`src/rtl/img_arith_pkg.sv`:
```
// Shared arithmetic helpers: clog2, stage count and signed/unsigned saturation.
// Saturation works on a fixed 64-bit signed value; the result carries a clamp flag.
package img_arith_pkg;

    localparam int unsigned SAT_W = 64;

    typedef struct packed {
        logic             sat;
        logic [SAT_W-1:0] val;
    } sat_res_t;

    function automatic int unsigned clog2(input int unsigned v);
        int unsigned r;
        r = 0;
        for (int unsigned i = 0; i < 32; i++) begin
            if ((64'd1 << i) < 64'(v)) r = i + 1;
        end
        return r;
    endfunction

    function automatic int unsigned stage_count(input int unsigned b_w, input int unsigned bps);
        return b_w / bps;
    endfunction

    // Clamp v into [-2^(w-1), 2^(w-1)-1].
    function automatic sat_res_t sat_signed(input logic signed [SAT_W-1:0] v, input int unsigned w);
        logic signed [SAT_W-1:0] hi;
        logic signed [SAT_W-1:0] lo;
        sat_res_t                r;
        hi = $signed((SAT_W'(1) << (w - 1)) - SAT_W'(1));
        lo = ~hi;
        r.sat = 1'b0;
        r.val = v;
        if (v > hi) begin
            r.sat = 1'b1;
            r.val = hi;
        end else if (v < lo) begin
            r.sat = 1'b1;
            r.val = lo;
        end
        return r;
    endfunction

    // Clamp v into [0, 2^w-1].
    function automatic sat_res_t sat_unsigned(input logic signed [SAT_W-1:0] v, input int unsigned w);
        logic [SAT_W-1:0] hi;
        sat_res_t         r;
        hi = (SAT_W'(1) << w) - SAT_W'(1);
        r.sat = 1'b0;
        r.val = v;
        if (v[SAT_W-1]) begin
            r.sat = 1'b1;
            r.val = '0;
        end else if ($unsigned(v) > hi) begin
            r.sat = 1'b1;
            r.val = hi;
        end
        return r;
    endfunction

endpackage

```
`src/rtl/mult_pp_stage.sv`:
```
// One shift-add stage: adds |a| weighted by the next BPS bits of |b| into the accumulator.
module mult_pp_stage #(
    parameter int unsigned A_W   = 8,
    parameter int unsigned B_W   = 8,
    parameter int unsigned P_W   = 16,
    parameter int unsigned BPS   = 1,
    parameter int unsigned SHIFT = 0
) (
    input  logic           clk,
    input  logic           aresetn,
    input  logic           i_en,
    input  logic           i_valid,
    input  logic           i_sign,
    input  logic           i_mode,
    input  logic [A_W-1:0] i_a,
    input  logic [B_W-1:0] i_b,
    input  logic [P_W-1:0] i_acc,
    output logic           o_valid,
    output logic           o_sign,
    output logic           o_mode,
    output logic [A_W-1:0] o_a,
    output logic [B_W-1:0] o_b,
    output logic [P_W-1:0] o_acc
);

    logic [P_W-1:0] w_acc;

    // i_b[0] always holds the bit of original weight SHIFT.
    always_comb begin
        w_acc = i_acc;
        for (int j = 0; j < BPS; j++) begin
            if (i_b[j]) w_acc = w_acc + (P_W'(i_a) << (SHIFT + j));
        end
    end

    always_ff @(posedge clk or negedge aresetn) begin
        if (!aresetn) begin
            o_valid <= 1'b0;
            o_sign  <= 1'b0;
            o_mode  <= 1'b0;
            o_a     <= '0;
            o_b     <= '0;
            o_acc   <= '0;
        end else if (i_en) begin
            o_valid <= i_valid;
            o_sign  <= i_sign;
            o_mode  <= i_mode;
            o_a     <= i_a;
            o_b     <= i_b >> BPS;
            o_acc   <= w_acc;
        end
    end

endmodule

```
`src/rtl/multiplier_int_stream.sv`:
```
// Pipelined sign-magnitude shift-add multiplier with valid/ready flow, scaling and saturation.
// Build option: define MULT_INT_ROUND_EN for round-half-up scaling instead of truncation.
module multiplier_int_stream
    import img_arith_pkg::*;
#(
    parameter int unsigned A_W            = 8,
    parameter int unsigned B_W            = 8,
    parameter int unsigned BITS_PER_STAGE = 1,
    parameter int unsigned OUT_SHIFT      = 0,
    parameter int unsigned OUT_W          = A_W + B_W
) (
    input  logic             clk,
    input  logic             aresetn,
    input  logic             in_valid,
    output logic             in_ready,
    input  logic             in_signed,
    input  logic [A_W-1:0]   opp_a,
    input  logic [B_W-1:0]   opp_b,
    output logic             out_valid,
    input  logic             out_ready,
    output logic [OUT_W-1:0] out,
    output logic             out_sat
);

    localparam int unsigned P_W = A_W + B_W;
    localparam int unsigned N   = stage_count(B_W, BITS_PER_STAGE);
`ifdef MULT_INT_ROUND_EN
    localparam logic [P_W:0] RND = (OUT_SHIFT == 0) ? (P_W+1)'(0)
                                 : ((P_W+1)'(1) << ((OUT_SHIFT == 0) ? 0 : OUT_SHIFT - 1));
`else
    localparam logic [P_W:0] RND = '0;
`endif

    logic             w_adv;
    logic [A_W-1:0]   w_abs_a;
    logic [B_W-1:0]   w_abs_b;
    logic             r_s0_valid, r_s0_sign, r_s0_mode;
    logic [A_W-1:0]   r_s0_a;
    logic [B_W-1:0]   r_s0_b;
    logic             r_out_valid, r_out_sat;
    logic [OUT_W-1:0] r_out;

    logic             w_v  [0:N];
    logic             w_sg [0:N];
    logic             w_md [0:N];
    logic [A_W-1:0]   w_a  [0:N];
    logic [B_W-1:0]   w_b  [0:N];
    logic [P_W-1:0]   w_acc[0:N];

    logic [P_W-1:0]          w_p;
    logic [P_W:0]            w_ext, w_sum;
    logic signed [P_W:0]     w_sh;
    logic signed [SAT_W-1:0] w_q;
    sat_res_t                w_res;
    logic                    w_unused_tail;

    // Whole pipeline moves in lockstep; a stalled output freezes every stage.
    assign w_adv     = !r_out_valid || out_ready;
    assign in_ready  = w_adv;
    assign out_valid = r_out_valid;
    assign out       = r_out;
    assign out_sat   = r_out_sat;

    assign w_abs_a = (in_signed && opp_a[A_W-1]) ? A_W'(-opp_a) : opp_a;
    assign w_abs_b = (in_signed && opp_b[B_W-1]) ? B_W'(-opp_b) : opp_b;

    always_ff @(posedge clk or negedge aresetn) begin
        if (!aresetn) begin
            r_s0_valid <= 1'b0;
            r_s0_sign  <= 1'b0;
            r_s0_mode  <= 1'b0;
            r_s0_a     <= '0;
            r_s0_b     <= '0;
        end else if (w_adv) begin
            r_s0_valid <= in_valid;
            r_s0_sign  <= in_signed && (opp_a[A_W-1] ^ opp_b[B_W-1]);
            r_s0_mode  <= in_signed;
            r_s0_a     <= w_abs_a;
            r_s0_b     <= w_abs_b;
        end
    end

    assign w_v[0]   = r_s0_valid;
    assign w_sg[0]  = r_s0_sign;
    assign w_md[0]  = r_s0_mode;
    assign w_a[0]   = r_s0_a;
    assign w_b[0]   = r_s0_b;
    assign w_acc[0] = '0;

    for (genvar k = 0; k < N; k++) begin : g_stage
        mult_pp_stage #(
            .A_W  (A_W),
            .B_W  (B_W),
            .P_W  (P_W),
            .BPS  (BITS_PER_STAGE),
            .SHIFT(k * BITS_PER_STAGE)
        ) u_stage (
            .clk    (clk),
            .aresetn(aresetn),
            .i_en   (w_adv),
            .i_valid(w_v[k]),
            .i_sign (w_sg[k]),
            .i_mode (w_md[k]),
            .i_a    (w_a[k]),
            .i_b    (w_b[k]),
            .i_acc  (w_acc[k]),
            .o_valid(w_v[k+1]),
            .o_sign (w_sg[k+1]),
            .o_mode (w_md[k+1]),
            .o_a    (w_a[k+1]),
            .o_b    (w_b[k+1]),
            .o_acc  (w_acc[k+1])
        );
    end

    // Sign restore and scaling at one extra bit so the rounding add cannot wrap.
    always_comb begin
        w_p   = w_sg[N] ? P_W'(-w_acc[N]) : w_acc[N];
        w_ext = w_md[N] ? {w_p[P_W-1], w_p} : {1'b0, w_p};
        w_sum = w_ext + RND;
        w_sh  = $signed(w_sum) >>> OUT_SHIFT;
        w_q   = SAT_W'(w_sh);
        w_res = w_md[N] ? sat_signed(w_q, OUT_W) : sat_unsigned(w_q, OUT_W);
    end

    assign w_unused_tail = ^{w_a[N], w_b[N], w_res.val};

    always_ff @(posedge clk or negedge aresetn) begin
        if (!aresetn) begin
            r_out_valid <= 1'b0;
            r_out       <= '0;
            r_out_sat   <= 1'b0;
        end else if (w_adv) begin
            r_out_valid <= w_v[N];
            r_out       <= w_res.val[OUT_W-1:0];
            r_out_sat   <= w_res.sat;
        end
    end

endmodule

```
`config.mk`:
```
export PLATFORM = sky130hd
export DESIGN_NAME = multiplier_int_stream
export DESIGN_NICKNAME = d
export VERILOG_FILES = /design/src/rtl/img_arith_pkg.sv /design/src/rtl/mult_pp_stage.sv /design/src/rtl/multiplier_int_stream.sv
export SDC_FILE = /design/constraint.sdc
export NUM_CORES = 1
export LEC_CHECK = 0
export ABC_AREA = 1
export BUFFER_PORTS_ARGS = -buffer_cell sky130_fd_sc_hd__buf_2
export CORE_MARGIN = 1
export CORE_UTILIZATION = 25
export CTS_CLUSTER_DIAMETER = 80
export DETAILED_ROUTE_END_ITERATION = 8
export HOLD_SLACK_MARGIN = 0.06
export PLACE_DENSITY = 0.44
export SLEW_MARGIN = 20
export SYNTH_ARGS = -nofsm -noshare
export SYNTH_HDL_FRONTEND = slang
export SYNTH_HIERARCHICAL = 1
export SYNTH_SLANG_ARGS = --single-unit
```
`constraint.sdc`:
```
create_clock -name clk -period 2.4 [get_ports clk]
set_clock_uncertainty 0.05 [all_clocks]
set_input_delay 0.48 -clock clk [delete_from_list [all_inputs] [get_ports clk]]
set_output_delay 0.48 -clock clk [all_outputs]
set_load 0.005 [all_outputs]
```
==> metrics.md <==
| Metric | Value |
|---|---|
| Crit. End Element | `output pin` |
| Clk pwr share | `0.200` |
| Syn Inst Count | `roughly 2100` |
| Commonest non-fill, non-tap cell in the layout | `nand2_1` |
| Clk_lat worst skew | `around 0.57 ns` |
| All-Layer GR Usage | `0.1228` |
| Critical Path Sink | `in_ready` |
| Global placement routability congestion | `about 0.85` |
| DR iter-0 viols | `approximately 640` |
| Inserted Diodes | `0` |
| Critical Path AT | `around 1.5 ns` |
| PwrDens | `1411 nW/µm²` |
| Setup-failing EPs final | `0` |
| Initial antenna violation count | `0` |
| Max H-tree Level | `1` |
| Chip Width | `around 250 µm` |
| Ratio of cells with drive above 1 in the final layout | `0.09054` |
| Sw Share | `0.4446` |
| Initial Util | `0.2546` |
| Internal | `roughly 14 mW` |
| Die area | `approximately 63000 µm²` |
| DR vias/cell | `between 4 and 5` |
| CP max-delay cell | `dfrtp_1` |
| Fin crit period | `about 2.1 ns` |
| Synthesis Warnings | `6` |
| Comb power frac | `0.461` |
| Clock Tree Root | `clkbuf_16` |
| WP buf/inv | `3` |
| Rel. slew slack | `0.5265` |
| Clk pin slew, worst setup/hold paths | `approximately 0.060 ns` |
| Measured slew at the worst slew-check pin | `approximately 0.71 ns` |
| IO Port Bufs | `39` |
| Routed wire length | `37.46 mm` |
| CTS max path bufs | `3` |
| Worst Reg2Reg Path Length in Cells | `9` |
| Period Utilization, post-route | `0.8562` |
| Num CTS Buffers | `31` |
| Wire per inst | `between 10 and 15 µm` |
| Power share of the sequential group | `0.339` |
| 1st-pass router iterations | `5` |
| Status | `complete, no violations` |
| Reg2reg start | `g_stage[0].u_stage/o_acc[1]` |
| Critical path cell sequence | `inv_1 -> nor2_4 -> inv_6 -> buf_2` |
| Max Freq | `between 400 and 500 MHz` |
| # rows | `90` |
| Mapped cell area | `around 15000 µm²` |
| Leak | `9.323 nW` |
| Worst Path Max Fanout | `32` |
| WP data required | `1.87 ns` |
| Global-route wire length before repair | `between 60 and 70 mm` |
| Area Growth Syn to Fin | `15.13%` |
| Peak supply drop | `between 0.0005 and 0.0006 V` |
| Most frequent cells in the layout | `926 x nand2_1, 264 x dfrtp_1, 163 x nand3_1` |
| Type of the tightest min-delay check | `in -> reg` |
| Final Total Pwr | `about 25 mW` |
| WS Path Type | `reg -> out` |
| Switch Pwr | `~11 mW` |
| Number of routed nets with antenna violations | `0` |
| Core area | `about 60000 µm²` |
| GR Overflow Total | `0` |
| I/O pin total | `40` |
| DRC | `0` |
| Fin Setup TNS | `0 ns` |
| Critical path's largest stage delay | `between 0.3 and 0.4 ns` |
| Via Count | `between 10000 and 15000` |
| Vias in the first global route | `~13000` |
| CP startpoint | `out_valid` |
| Clock sink total | `between 200 and 300` |
| Max Slew Vio Count | `0` |
| Layout net count | `about 2300` |
| Final number of hold-violating endpoints | `0` |
| FF-to-FF setup slack | `around 0.50 ns` |
| Capture point of the worst reg-to-reg path | `g_stage[1].u_stage/o_acc[13]` |
| Mean area per synthesized cell | `7.264 µm²` |
| CP delay by family, top | `buffers and inverters` |
| DP HPWL | `~28 mm` |
| Post-CTS Setup Bufs | `0` |
| Max_cap viols | `0` |
| Critical Path Stages | `4` |
| Die H | `250.8 µm` |
| RSZ-0062 raised after global routing | `false` |
| TritonCTS clock tree | `yes` |
| Largest net degree at the start of global routing | `67` |
| Crit start category | `flop` |
what timing repair did:
| action | CTS | global route |
|---|---|---|
| hold buffers | 2 | 0 |
| gates resized for setup | 0 | 0 |
| hold endpoints to repair | 60 | 0 |
sequential cells by signal, indices dropped and copies added, names as in the netlist:
name                     cells
out_valid                    1
out                         16
g_stage.u_stage/o_acc      128
out_sat                      1
r_s0_a                       8
g_stage.u_stage/o_valid      8
g_stage.u_stage/o_a         56
r_s0_valid                   1
g_stage.u_stage/o_sign       8
r_s0_b                       8
r_s0_sign                    1
g_stage.u_stage/o_b         28
worst register-to-register path: stages (launching register included):
cell and delay (ns):
dfrtp_1 0.38, ha_1 0.23, inv_1 0.07, fa_1 0.41, nor2_2 0.14, nor2_2 0.07
o21ai_2 0.21, nand3_1 0.09, nand3_1 0.10, nand2_1 0.05
power groups by stage:
stage	clock network, mW	registers (mW)	logic [mW]
after floorplan	0	7.83	9.40
after global placement	0	8.63	11.5
after detailed placement	0	8.64	11.6
after CTS	5.23	8.59	11.7
after global routing	5.40	8.87	13.6
final	5.04	8.53	11.6
final cells by class:
cell class              count  area (µm²)
well taps                 782       978.4
multi-input cells        1669        7981
inverters                 168       635.6
clock inverters            20       254.0
flip-flops and latches    264        6606
clock buffers              37       838.3
repair buffers             73       528.0
fillers                  6650       42990
layer usage:
| layer | track usage | vias to the layer above | share of wire |
|---|---|---|---|
| met4 | 0.02717 | 0 | 0.023 |
| met3 | 0.01574 | 62 | 0.024 |
| met1 | 0.1651 | 6094 | 0.49 |
| li1 | - | 6831 | - |
| met2 | 0.2090 | 120 | 0.47 |
| met5 | 0 | - | 0 |
metrics by stage:
step | instances | setup slack, ns | utilization | hold slack, ns | cell area [µm²]
final | 3013 | 0.3452 | 0.2931 | 0.1501 | 17820
after global placement | 2954 | 0.4969 | 0.2748 | 0.4087 | 16710
after floorplan | 2178 | 0.6985 | - | 0.1344 | 15660
after detailed placement | 2954 | 0.4573 | 0.2748 | 0.4088 | 16710
after CTS | 3013 | 0.2912 | 0.2931 | 0.1154 | 17820
after global routing | 3013 | 0.2631 | 0.2931 | 0.1353 | 17820
worst min path at each step:
stage                                startpoint                          end  cells past startpoint
floorplan                               aresetn    g_stage[0].u_stage/o_a[0]                      0
global placement    g_stage[4].u_stage/o_acc[3]  g_stage[4].u_stage/o_acc[3]                      2
detailed placement  g_stage[2].u_stage/o_acc[1]  g_stage[2].u_stage/o_acc[1]                      2
CTS                                   in_signed                    r_s0_sign                      3
global route                           opp_a[1]                    r_s0_a[1]                      3
finish                                in_signed                    r_s0_sign                      3
No activity file was read; power rests on OpenSTA's default activity.
